==> config.mk <==
export PLATFORM = sky130hd
export DESIGN_NAME = kcpsmx_call_stack
export DESIGN_NICKNAME = d
export VERILOG_FILES = /design/src/rtl/kcpsmx_call_stack.sv
export SDC_FILE = /design/constraint.sdc
export NUM_CORES = 1
export LEC_CHECK = 0
export CORE_ASPECT_RATIO = 2
export CORE_MARGIN = 4
export CORE_UTILIZATION = 50
export DETAILED_ROUTE_END_ITERATION = 16
export PLACE_DENSITY = 0.68
export SLEW_MARGIN = 30
export SYNTH_ARGS = -nofsm -noshare
export SYNTH_HDL_FRONTEND = slang
export SYNTH_SLANG_ARGS = --single-unit
==> constraint.sdc <==
create_clock -name i_clk -period 4.1 [get_ports i_clk]
set_input_delay 0.615 -clock i_clk [delete_from_list [all_inputs] [get_ports i_clk]]
set_output_delay 0.615 -clock i_clk [all_outputs]
set_load 0.05 [all_outputs]
==> src/rtl/kcpsmx_call_stack.sv <==
// Call/return stack: circular buffer of {is_int, flags, return address} with sticky error flags.
// Top-of-stack outputs are combinational from registered state; push/pop take effect at the next edge.
module kcpsmx_call_stack #(
   parameter int ADDR_WIDTH = 10,
   parameter int DEPTH      = 31,
   parameter int FLAG_BITS  = 2,
   parameter int OVF_MODE   = 0
) (
   input  logic                       i_clk,
   input  logic                       i_reset_n,
   input  logic                       i_push,
   input  logic [ADDR_WIDTH-1:0]      i_push_data,
   input  logic [FLAG_BITS-1:0]       i_push_flags,
   input  logic                       i_push_is_int,
   input  logic                       i_pop,
   input  logic                       i_pop_expect_int,
   input  logic                       i_err_clear,
   output logic [ADDR_WIDTH-1:0]      o_top_data,
   output logic [FLAG_BITS-1:0]       o_top_flags,
   output logic                       o_top_is_int,
   output logic [$clog2(DEPTH+1)-1:0] o_level,
   output logic                       o_empty,
   output logic                       o_full,
   output logic                       o_overflow,
   output logic                       o_underflow,
   output logic                       o_frame_err
);

   localparam int IDX_W = $clog2(DEPTH);
   localparam int LVL_W = $clog2(DEPTH+1);

   logic [ADDR_WIDTH-1:0] r_addr  [DEPTH];
   logic [FLAG_BITS-1:0]  r_flags [DEPTH];
   logic                  r_int   [DEPTH];
   logic [IDX_W-1:0]      r_head;
   logic [LVL_W-1:0]      r_level;
   logic                  r_ovf, r_unf, r_fe;

   logic                  w_empty, w_full, w_pop_ok, w_pop_only, w_replace, w_push_adv;
   logic                  w_write, w_set_ovf, w_set_unf, w_set_fe;
   logic [IDX_W-1:0]      w_head_inc, w_head_dec, w_wr_idx, w_head_nxt;
   logic [LVL_W-1:0]      w_level_nxt;

   assign w_empty    = (r_level == '0);
   assign w_full     = (r_level == LVL_W'(DEPTH));
   // Indices wrap modulo DEPTH, which need not be a power of two.
   assign w_head_inc = (r_head == IDX_W'(DEPTH-1)) ? '0 : r_head + 1'b1;
   assign w_head_dec = (r_head == '0) ? IDX_W'(DEPTH-1) : r_head - 1'b1;

   // A pop on an empty stack is ignored, so push+pop then behaves as a plain push.
   assign w_pop_ok   = i_pop & ~w_empty;
   assign w_pop_only = w_pop_ok & ~i_push;
   assign w_replace  = i_push & w_pop_ok;
   assign w_push_adv = i_push & ~w_pop_ok & (~w_full | (OVF_MODE == 0));
   assign w_write    = w_replace | w_push_adv;
   assign w_wr_idx   = w_replace ? r_head : w_head_inc;

   assign w_set_ovf  = i_push & ~w_pop_ok & w_full;
   assign w_set_unf  = i_pop & w_empty;
   assign w_set_fe   = w_pop_ok & (i_pop_expect_int != r_int[r_head]);

   always_comb begin
      w_head_nxt  = r_head;
      w_level_nxt = r_level;
      if (w_push_adv) begin
         w_head_nxt = w_head_inc;
         if (!w_full) w_level_nxt = r_level + 1'b1;
      end else if (w_pop_only) begin
         w_head_nxt  = w_head_dec;
         w_level_nxt = r_level - 1'b1;
      end
   end

   always_ff @(posedge i_clk) begin
      if (!i_reset_n) begin
         r_head  <= '0;
         r_level <= '0;
         r_ovf   <= 1'b0;
         r_unf   <= 1'b0;
         r_fe    <= 1'b0;
      end else begin
         r_head  <= w_head_nxt;
         r_level <= w_level_nxt;
         r_ovf   <= (r_ovf & ~i_err_clear) | w_set_ovf;
         r_unf   <= (r_unf & ~i_err_clear) | w_set_unf;
         r_fe    <= (r_fe  & ~i_err_clear) | w_set_fe;
      end
   end

   always_ff @(posedge i_clk) begin
      if (i_reset_n && w_write) begin
         r_addr[w_wr_idx]  <= i_push_data;
         r_flags[w_wr_idx] <= i_push_flags;
         r_int[w_wr_idx]   <= i_push_is_int;
      end
   end

   assign o_top_data   = w_empty ? '0   : r_addr[r_head];
   assign o_top_flags  = w_empty ? '0   : r_flags[r_head];
   assign o_top_is_int = w_empty ? 1'b0 : r_int[r_head];
   assign o_level      = r_level;
   assign o_empty      = w_empty;
   assign o_full       = w_full;
   assign o_overflow   = r_ovf;
   assign o_underflow  = r_unf;
   assign o_frame_err  = r_fe;

endmodule
After elaboration in Yosys (flattened, before gate mapping). Memories as Yosys holds them, arrays and structs flattened. A register that Yosys moved wholly into a read port is not among the register bits. Index checks and enable logic that the tools add are counted.

Flip-flop bits (word level): 13. RAM bits: 403. Bits of input ports: 19. Output and inout port bits: 23. Word-level logic and storage cells: 58. Memories kept: 3.

Memory list: r_addr (words 31, bits a word 10, rd ports 1, clocked after Yosys merged registers in 1, wr ports 1, RTL line 32) `logic [ADDR_WIDTH-1:0] r_addr [DEPTH];`; r_flags (words 31, bits a word 2, rd ports 1, clocked after Yosys merged registers in 1, wr ports 1, RTL line 33) `logic [FLAG_BITS-1:0] r_flags [DEPTH];`; r_int (words 31, bits a word 1, rd ports 1, clocked after Yosys merged registers in 1, wr ports 1, RTL line 34) `logic r_int [DEPTH];`.

Add/sub/neg operators: 4. Eq/ne operators: 4. Mux-type cells: 19. Bitwise operators: 18. Reductions and logical operators: 5.

Operator list (count): $mux W5 (14); $add A5 B1 Y5 const B (2); $and A1 B1 Y1 (10); $eq A5 B5 Y1 const B (2); $logic_not A5 Y1 (2); $mux W10 (1); $sub A5 B1 Y5 const B (2); $not A1 Y1 (4); $or A1 B1 Y1 (4); $mux W1 (3); $mux W2 (1); $ne A2 B2 Y1 const B (1); $reduce_and A2 Y1 (1); $reduce_bool A2 Y1 (1); $logic_and A1 B1 Y1 (1); $ne A1 B1 Y1 (1).

Logic depth before layout (Yosys ltp). Gate-level depths: netlist of the first run.

Depth after elaboration: 9. Gate-level depth with buffers: 11. Depth with buffers taken out: 10.

Least setup slack after synthesis of the first run. OpenSTA, ideal clock, no wires.

Path type: register to register. Start point: register r_level[1] (netlist: o_level[1]). End point: memory r_addr[0][0] (enable). Setup time: 0.382 ns. Arrival: 3.063 ns. Required time: 3.718 ns. Path slack: 0.654 ns. Cell stages (with the launch flop): 9. Buffers on the path: 1. Period minus slack after synthesis: 3.446 ns. Cells stage by stage: dfxtp_1 or4_1 o21ai_0 inv_1 ha_1 clkbuf_1 o31ai_1 o211ai_1 nor2_1.

Word-level cells in the longest chain between the ends: 9. Elaborated cells between the ends (all ways): 11. Classes of those cells: mux (3); bitwise (6); reduce/logical (2).

RTL lines: from (decl) (RTL line 36) `logic [LVL_W-1:0] r_level;`; from (signal assigned) (RTL line 83) `r_level <= w_level_nxt;`; $logic_not A5 Y1 (*) (RTL line 44) `assign w_empty = (r_level == '0);`; $not A1 Y1 (*) (RTL line 51) `assign w_pop_ok = i_pop & ~w_empty;`; $and A1 B1 Y1 (*) (RTL line 51); $not A1 Y1 (RTL line 54) `assign w_push_adv = i_push & ~w_pop_ok & (~w_full | (OVF_MODE == 0));`; $and A1 B1 Y1 (RTL line 54); $or A1 B1 Y1 (RTL line 55) `assign w_write = w_replace | w_push_adv;`; $logic_and A1 B1 Y1 (RTL line 91) `if (i_reset_n && w_write) begin`; $mux W1 (RTL line 91); $mux W1 (implied by the code) (RTL line 92) `r_addr[w_wr_idx] <= i_push_data;`; to (decl) (RTL line 32).

Mark *: on every way between the ends. The rest lies on a longest branch, timed or not.

==> results of run 1 <==
[area by class of cell]
class / count / area (um^2) / share of cell area, %
timing repair buffer: 93 / 802 / 4.23
multi-input combinational: 343 / 4030 / 21.2
sequential: 421 / 12500 / 65.8
clock inverter: 19 / 133 / 0.699
clock buffer: 45 / 955 / 5.03
antenna: 1 / 2.50 / 0.0132
tap: 432 / 541 / 2.85
inverter: 8 / 30.0 / 0.158
[worst paths after layout]
path	slack, ns	to	depth (start not counted)	startpoint
setup / recovery	0.17	o_top_is_int	6	flip-flop
hold reg to reg	0.50	o_level[3]$_SDFFE_PN0P_	2	o_level[3]$_SDFFE_PN0P_
hold / removal	0.50	o_level[3]$_SDFFE_PN0P_	2	o_level[3]$_SDFFE_PN0P_
setup reg to reg	0.40	r_addr[14][0]$_DFFE_PP_	10	o_level[1]$_SDFFE_PN0P_
[worst max-delay path: cells and delay by family, from the launching register on]
kind,cells,cell delay (ns)
AND/OR/NAND/NOR,2,0.17
flip-flops,1,0.59
multiplexers,2,1.11
AO/OA/AOI/OAI,1,0.18
buffers and inverters,1,0.73
[what timing repair did]
action	in CTS	in global routing
gates resized for setup	0	3
endpoints found under the setup margin	0	3
setup buffers	0	0
[cell usage after synthesis, drive strengths merged, types with 5 or more instances]
cell      n
o21ai    21
nand2    27
nand3     8
ha        8
inv       8
nor2b     6
dfxtp    18
o211ai    5
a21oi    15
clkbuf   30
edfxtp  403
nor2     59
nor3      5
mux4    116
buf      17
mux2i    28
[layer usage]
metal  vias up  global-route usage [%]
met5         -                       0
met4         0                    6.21
met3        47                    1.85
met2       211                    38.5
met1      4314                    25.6
li1       3527                       -
[power breakdown]
group | internal, uW | total [uW] | switching, uW | leakage, uW
sequential | 4940 | 5200 | 259 | 0.00378
clock | 1730 | 3180 | 1450 | 0.000536
combinational | 1700 | 3900 | 2210 | 0.00164
[state kept, by name, summed over array words and instances, names as in the netlist, named ones only]
register / cells
o_underflow: 1
r_head: 5
o_frame_err: 1
r_addr: 310
r_int: 31
o_level: 5
o_overflow: 1
r_flags: 62
[stage by stage]
| stage | hold slack (ns) | std cells |
|---|---|---|
| 6_report | 0.499 | 1362 |
| 5_1_grt | 0.548 | 1361 |
| 4_1_cts | 0.503 | 1361 |
| 3_5_place_dp | 0.494 | 1297 |
| 3_3_place_gp | 0.487 | 1297 |
| 2_1_floorplan | 0.567 | 819 |
[kinds of logic (layout without fill, tap and decap cells)]
family | Yosys count | in the layout
adder cells (fa/ha/maj) | 9 | 9
AND/OR/NAND/NOR | 119 | 119
XOR/XNOR | 6 | 6
multiplexers | 144 | 144
flip-flops | 421 | 421
AO/OA/AOI/OAI | 65 | 65
other | 0 | 1
buffers and inverters | 55 | 165
==> metrics, run 1 <==
YS warnings 0; latest clock arrival within the worst-skew pair 0.53 ns; vias per cell 5.95; Crit-path slowest cell clkdlybuf4s50_1; hold buffer count at CTS 0; Rel. slew slack 48.5%; Synth Area in Compound Gates 2.53%; H-tree Lvls 2; # port buffers 41; worst setup margin 0.174 ns; fin area 0.0190 mm^2; register area share after synthesis 74.5%; row count 94; TritonRoute pass-1 iters 5; Synth Instances 819; WP data required 3.48 ns; Clock Sinks 421; Routed met3 length 1280 um; CP Launch Type flip-flop; RSZ-0062 raised after global routing false; total grt overflow 0; Cell Area, Synth 0.0167 mm^2; Final Cycle Share 95.8%; final net count 930; Area growth, synth to finish 13.4%; Largest stage delay, worst path 0.73 ns; adder-cell share of the synthesized area 0.718%; hold crit path type flip-flop to flip-flop; layout cell share with drive strength beyond 1 25.6%; Fmax 255 MHz; DR top layer met4; Setup CP Type flip-flop to output pin; syn_area_per_cell 20.4 um^2; Vias 8,099; Critical Path Fanout Max 24; post-route ant nets 0; Layout Skew 0.0118 ns; wire length on met1 13,100 um; Tot Pwr 12,300 uW; DRC 0; Core ar. 0.0329 mm^2; largest net degree at the start of global routing 53; final wirelength 36,500 um; register bit count reported by yosys 421; CP arrival 3.31 ns; Final Critical Period 3.93 ns; Post-synth EDFFs 403; # fillers 2,446; Worst IR Drop VDD 0.000420 V; first-pass GRT wire length 54,700 um; ys flop type edfxtp_1; Simple-Gate Fraction of Synth Area 3.13%; status finished clean; post-layout util 57.6%; Slew Viols, Final 0; Post-Synthesis Net Count 847; XOR/XNOR Fraction of Synth Area 0.314%; CTS Root Cell clkbuf_16; wire length on met2 21,300 um; mux cell area share after synthesis 17.4%; largest family of logic cells by synthesized area multiplexers; number of library cell types mapped by synthesis 49; final setup fails 0; final HPWL from detailed placement 22,700 um; critical path, cell by cell mux4_1 -> mux4_2 -> a2bb2oi_1 -> nand2_1 -> nor2_1 -> clkdlybuf4s50_1; top post-synthesis cells by area edfxtp_1, mux4_2, dfxtp_1; area leader, netlist edfxtp_1; final hold vios 0; die width 137 um; maximum buffer depth of the clock tree 3; vias in the first global route 8,408; dpl cell area 0.0179 mm^2; CTS Buf Count 35; ys async rst share 0%; Die Ht 267 um; commonest non-fill, non-tap cells in the layout edfxtp_1, mux4_2, nor2_1; Crit. End Element output pin; initial core utilization 50.8%; clock transition at the registers of the reported paths 0.07 ns; max_cap viols 0; GRT Util Overall 20.8%; power per cell area 647 mW/mm^2; GPL Wtd Cong 0.845; Place WS 0.440 ns; commonest non-fill, non-tap cell in the layout edfxtp_1; I/O pins 42; Routed WL per cell 26.8 um; initial antenna violation count 0; CTS tree built; total negative slack 0 ns; Die ar. 0.0366 mm^2; Leak 0.00596 uW; top cell type's share of synthesized area 72.4%; worst-margin pin slew 0.769 ns; DRT iter0 DRCs 837
(Power assumes the default switching activity.)
==> run 2: changes to the inputs <==
SETUP_SLACK_MARGIN = 0.15   (was default)
==> run 2 against run 1 <==
Worst hold slack about the same. Global-route usage about the same. Clock-buffer cell count unchanged. Via count about the same. Die area unchanged. Wire length up 0.33%. Sequential share of layout area down 0.14 points. Setup slack better by 0.095 ns. Combinational power up 1%. Sequential power about the same.
==> metrics, run 2 (synthesis gave the netlist of run 1 again) <==
hold crit path type flip-flop to flip-flop; Critical Path Sink o_top_is_int; flop2flop setup slack 0.43 ns; commonest non-fill, non-tap cells in the layout edfxtp_1, mux4_2, nor2_1, buf_4, clkbuf_16; total instance count after detailed placement 1,297; final hold vios 0; latest clock arrival within the worst-skew pair 0.53 ns; Core ar. 0.0329 mm^2; Slew Viols, Final 0; Fmax 261 MHz; Final Critical Period 3.83 ns; max FFs per register 310; R2R Path End r_addr[15][0]$_DFFE_PP_; final HPWL from detailed placement 22,700 um; WP data required 3.48 ns; total negative slack 0 ns; status finished clean; I/O pins 42; post-layout util 57.7%; CP arrival 3.22 ns; max_cap viols 0; worst-margin pin slew 0.788 ns; final net count 936; initial core utilization 50.8%; CP Launch Type flip-flop; final non-filler cell total 1,367; largest net degree at the start of global routing 53; initial antenna violation count 0; GRT Util Overall 20.8%; R2R cell count 10; Setup CP Type flip-flop to output pin; CTS tree built; power per cell area 647 mW/mm^2; Largest regs r_addr (310), r_flags (62), r_int (31); Rel. slew slack 47.2%; total grt overflow 0; Worst IR Drop VDD 0.000396 V; DRT iter0 DRCs 758; maximum buffer depth of the clock tree 3; first-pass GRT wire length 54,700 um; vias per cell 5.93; Leak 0.00599 uW; die width 137 um; Layout Skew 0.0128 ns; Vias 8,101; row count 94; area of the multi-input gates 0.00403 mm^2; Diodes inserted 0; Routed WL per cell 26.8 um; Seq. cell area 0.0125 mm^2; Critical Path Fanout Max 13; clock transition at the registers of the reported paths 0.07 ns; CTS Root Cell clkbuf_16; TritonRoute pass-1 iters 5; Clock Sinks 421; commonest non-fill, non-tap cell in the layout edfxtp_1; CTS Buf Count 35; final setup fails 0; Final Cycle Share 93.4%; hold buffer count at CTS 0; Die Ht 267 um; post-route ant nets 0; register bank with the most flops r_addr; Area growth, synth to finish 13.7%; Crit. End Element output pin; RSZ-0062 raised after global routing false; # fillers 2,438; layout cell share with drive strength beyond 1 26.2%; GPL Wtd Cong 0.845; # port buffers 41; H-tree Lvls 2; vias in the first global route 8,409; Die ar. 0.0366 mm^2; DRC 0; Tot Pwr 12,300 uW; final wirelength 36,600 um; RR Startpoint o_level[1]$_SDFFE_PN0P_
-- run 2: final cells by class --
cell class | instances | share of cell area, %
timing repair buffer | 99 | 4.44
clock buffer | 45 | 5.02
multi-input combinational | 343 | 21.2
clock inverter | 19 | 0.698
inverter | 8 | 0.158
tap | 432 | 2.84
sequential | 421 | 65.6
-- run 2: critical path, cell delays in order (launching register included) --
cell and delay [ns]:
dfxtp_4 0.51, mux4_1 0.60, mux4_2 0.49, a2bb2oi_1 0.18, nand2_1 0.12, nor2_1 0.05, clkdlybuf4s50_1 0.73
-- run 2: worst min path at each step --
| stage | cells past startpoint | end | startpoint | slack, ns |
|---|---|---|---|---|
| CTS | 2 | o_level[3]$_SDFFE_PN0P_ | o_level[3]$_SDFFE_PN0P_ | 0.50 |
| global placement | 2 | o_level[3]$_SDFFE_PN0P_ | o_level[3]$_SDFFE_PN0P_ | 0.49 |
| detailed placement | 2 | o_level[3]$_SDFFE_PN0P_ | o_level[3]$_SDFFE_PN0P_ | 0.49 |
| finish | 2 | o_level[3]$_SDFFE_PN0P_ | o_level[3]$_SDFFE_PN0P_ | 0.50 |
| global route | 2 | o_level[3]$_SDFFE_PN0P_ | o_level[3]$_SDFFE_PN0P_ | 0.55 |
| floorplan | 2 | flip-flop | r_head[1]$_SDFFE_PN0N_ | 0.57 |
-- run 2: routing by layer --
metal	global-route usage, %	vias up	part of all wire (%)
met5	0	-	0
met3	1.85	53	3.5
li1	-	3538	-
met1	25.7	4283	36
met2	38.5	227	58
met4	6.21	0	2.6
-- run 2: through the flow --
step | area (um^2) | hold slack [ns] | setup WS, ns
floorplan | 16700 | 0.567 | 0.654
global placement | 17900 | 0.487 | 0.476
detailed placement | 17900 | 0.494 | 0.440
CTS | 19000 | 0.503 | 0.150
global route | 19000 | 0.548 | 0.158
finish | 19000 | 0.499 | 0.269
-- run 2: report_power, final --
| group | switching [uW] | internal (uW) | total [uW] |
|---|---|---|---|
| clock | 1450 | 1730 | 3180 |
| combinational | 2250 | 1690 | 3950 |
| sequential | 226 | 4940 | 5170 |
-- run 2: repair_timing --
item,in CTS,in global routing
pin swaps,0,0
resized for setup,5,2
endpoints found under the setup margin,6,12
buffers inserted,0,6
hold endpoints to repair,0,0
==> variant, RTL diff (flow settings as in run 2) <==
Make the reset (`i_reset_n`) asynchronous in one clocked block.
--- a/src/rtl/kcpsmx_call_stack.sv
+++ b/src/rtl/kcpsmx_call_stack.sv
@@ -71,7 +71,7 @@
       end
    end
 
-   always_ff @(posedge i_clk) begin
+   always_ff @(posedge i_clk or negedge i_reset_n) begin
       if (!i_reset_n) begin
          r_head  <= '0;
          r_level <= '0;
Behaviour: differs if i_reset_n is asserted again (counterexample within 4 cycles, from zero or initial values and one cycle with i_reset_n low); with i_reset_n held inactive, the same outputs for 4 cycles.
==> variant against run 2 <==
- cell area hardly changed
- area after synthesis down 0.49%
- sequential cell count decreased by 5
- total power grew 5.9%
- sequential share of layout area is 0.22 points lower
- setup slack improved by 0.018 ns
- routed wire length decreased by 0.16%
- utilization is essentially flat
- critical path type unchanged
- largest cell class unchanged
- largest power group unchanged
- highest routed layer unchanged
==> variant: results (changes against run 2) <==
Status
  – Status: finished, final reports clean

Final layout
  – Num sequential: 416 (-1.2%)
  – Share of cells above drive strength 1: 27.0% (+0.82 points)
  – Layout clock buffer count: 41 (-8.9%)
  – Nonclk buf count: 101 (+2.0%)
  – Seq/total area: 65.4% (-0.22 points)
  – Multi-input logic area: 3930 µm² (-2.4%)
  – Filler cells: 2405 (-1.4%)
  – Final core utilization: 57.7% (about the same)
  – Multi-input gates: 334 (-2.6%)
  – Invs w/o clock: 11 (+3)
  – Design area: 19000 µm² (about the same)
  – Non-clock buffer area fraction after layout: 4.86% (+0.43 points)
  – Final nets: 928 (-0.85%)

Setup path
  – Crit path to: o_top_data[4]
  – Reg2Reg Depth: 9 (-1)
  – RR Endpoint: r_addr[27][4]
  – Worst r2r src: o_level[1]
  – CP Max Fanout: 24 (+11)

Synthesis
  – Mapped Cells: 807 (-1.5%)
  – Seq/Total Area, Yosys: 74.7% (+0.16 points)
  – Post-synth net total: 835 (-1.4%)
  – Distinct cells, synth: 54 (+10%)
  – Xor/xnor cell area share of the yosys netlist: 0.316% (+0.0016 points)
  – Mux cell area share after synthesis: 17.3% (-0.13 points)
  – Most frequent cells after synthesis: edfxtp_1 (403), mux4_2 (113), nor2_1 (51)

Timing
  – Worst Skew: 0.0119 ns (-0.000985 ns)
  – Hold Slack: 0.427 ns (-0.0728 ns)
  – Min cycle time layout: 3.81 ns (-0.0178 ns)

Pwr
  – VDD IR max: 0.627 mV (+58%)
  – Sequential power share: 38.7% (-3.3 points)
  – Static Leakage: 6.16 nW (+2.9%)

Drt
  – DR vias/cell: 5.96 (+0.61%)
  – Per-cell routed wire length: 27.0 µm (+0.58%)
  – Initial DRC count: 649 (-14%)

Global routing
  – GRT Overall Usage: 20.8% (+0.052 points)

Placement
  – DP Worst Slack: 0.478 ns (+0.0384 ns)
## variant: cell types whose count changed in the layout (fill, tap and decap cells not counted), moves of 6 or more
cell           before  now
a21oi_1            15    9
buf_4              57   48
dfrtp_1             0   10
dfxtp_1            15    0
dlygate4sd2_1       4   12
nor2_1             57   51
o21ai_0            12   21
o21ai_1             9    2
## variant: routing by layer
layer | vias to the layer above | share of wire (%) | track usage, % | wire length, µm
li1 | 3509 | - | - | -
met1 | 4289 | 36 | 24.7 | 13000
met2 | 222 | 58 | 39.3 | 21200
met3 | 71 | 3.4 | 2.19 | 1240
met4 | 0 | 3.0 | 6.48 | 1100
met5 | - | 0 | 0 | 0
## variant: critical path, stage by stage, from the launching register on
cell and delay (ns):
dfrtp_4 0.58, buf_12 0.26, mux4_2 0.56, mux4_2 0.54, mux2i_1 0.23, nor2_1 0.06, dlygate4sd2_1 0.42
## variant: what timing repair did
item,in CTS,in global routing
setup buffers,6,0
endpoints found under the setup margin,13,2
endpoints found under the hold margin,0,0
resized for setup,12,2
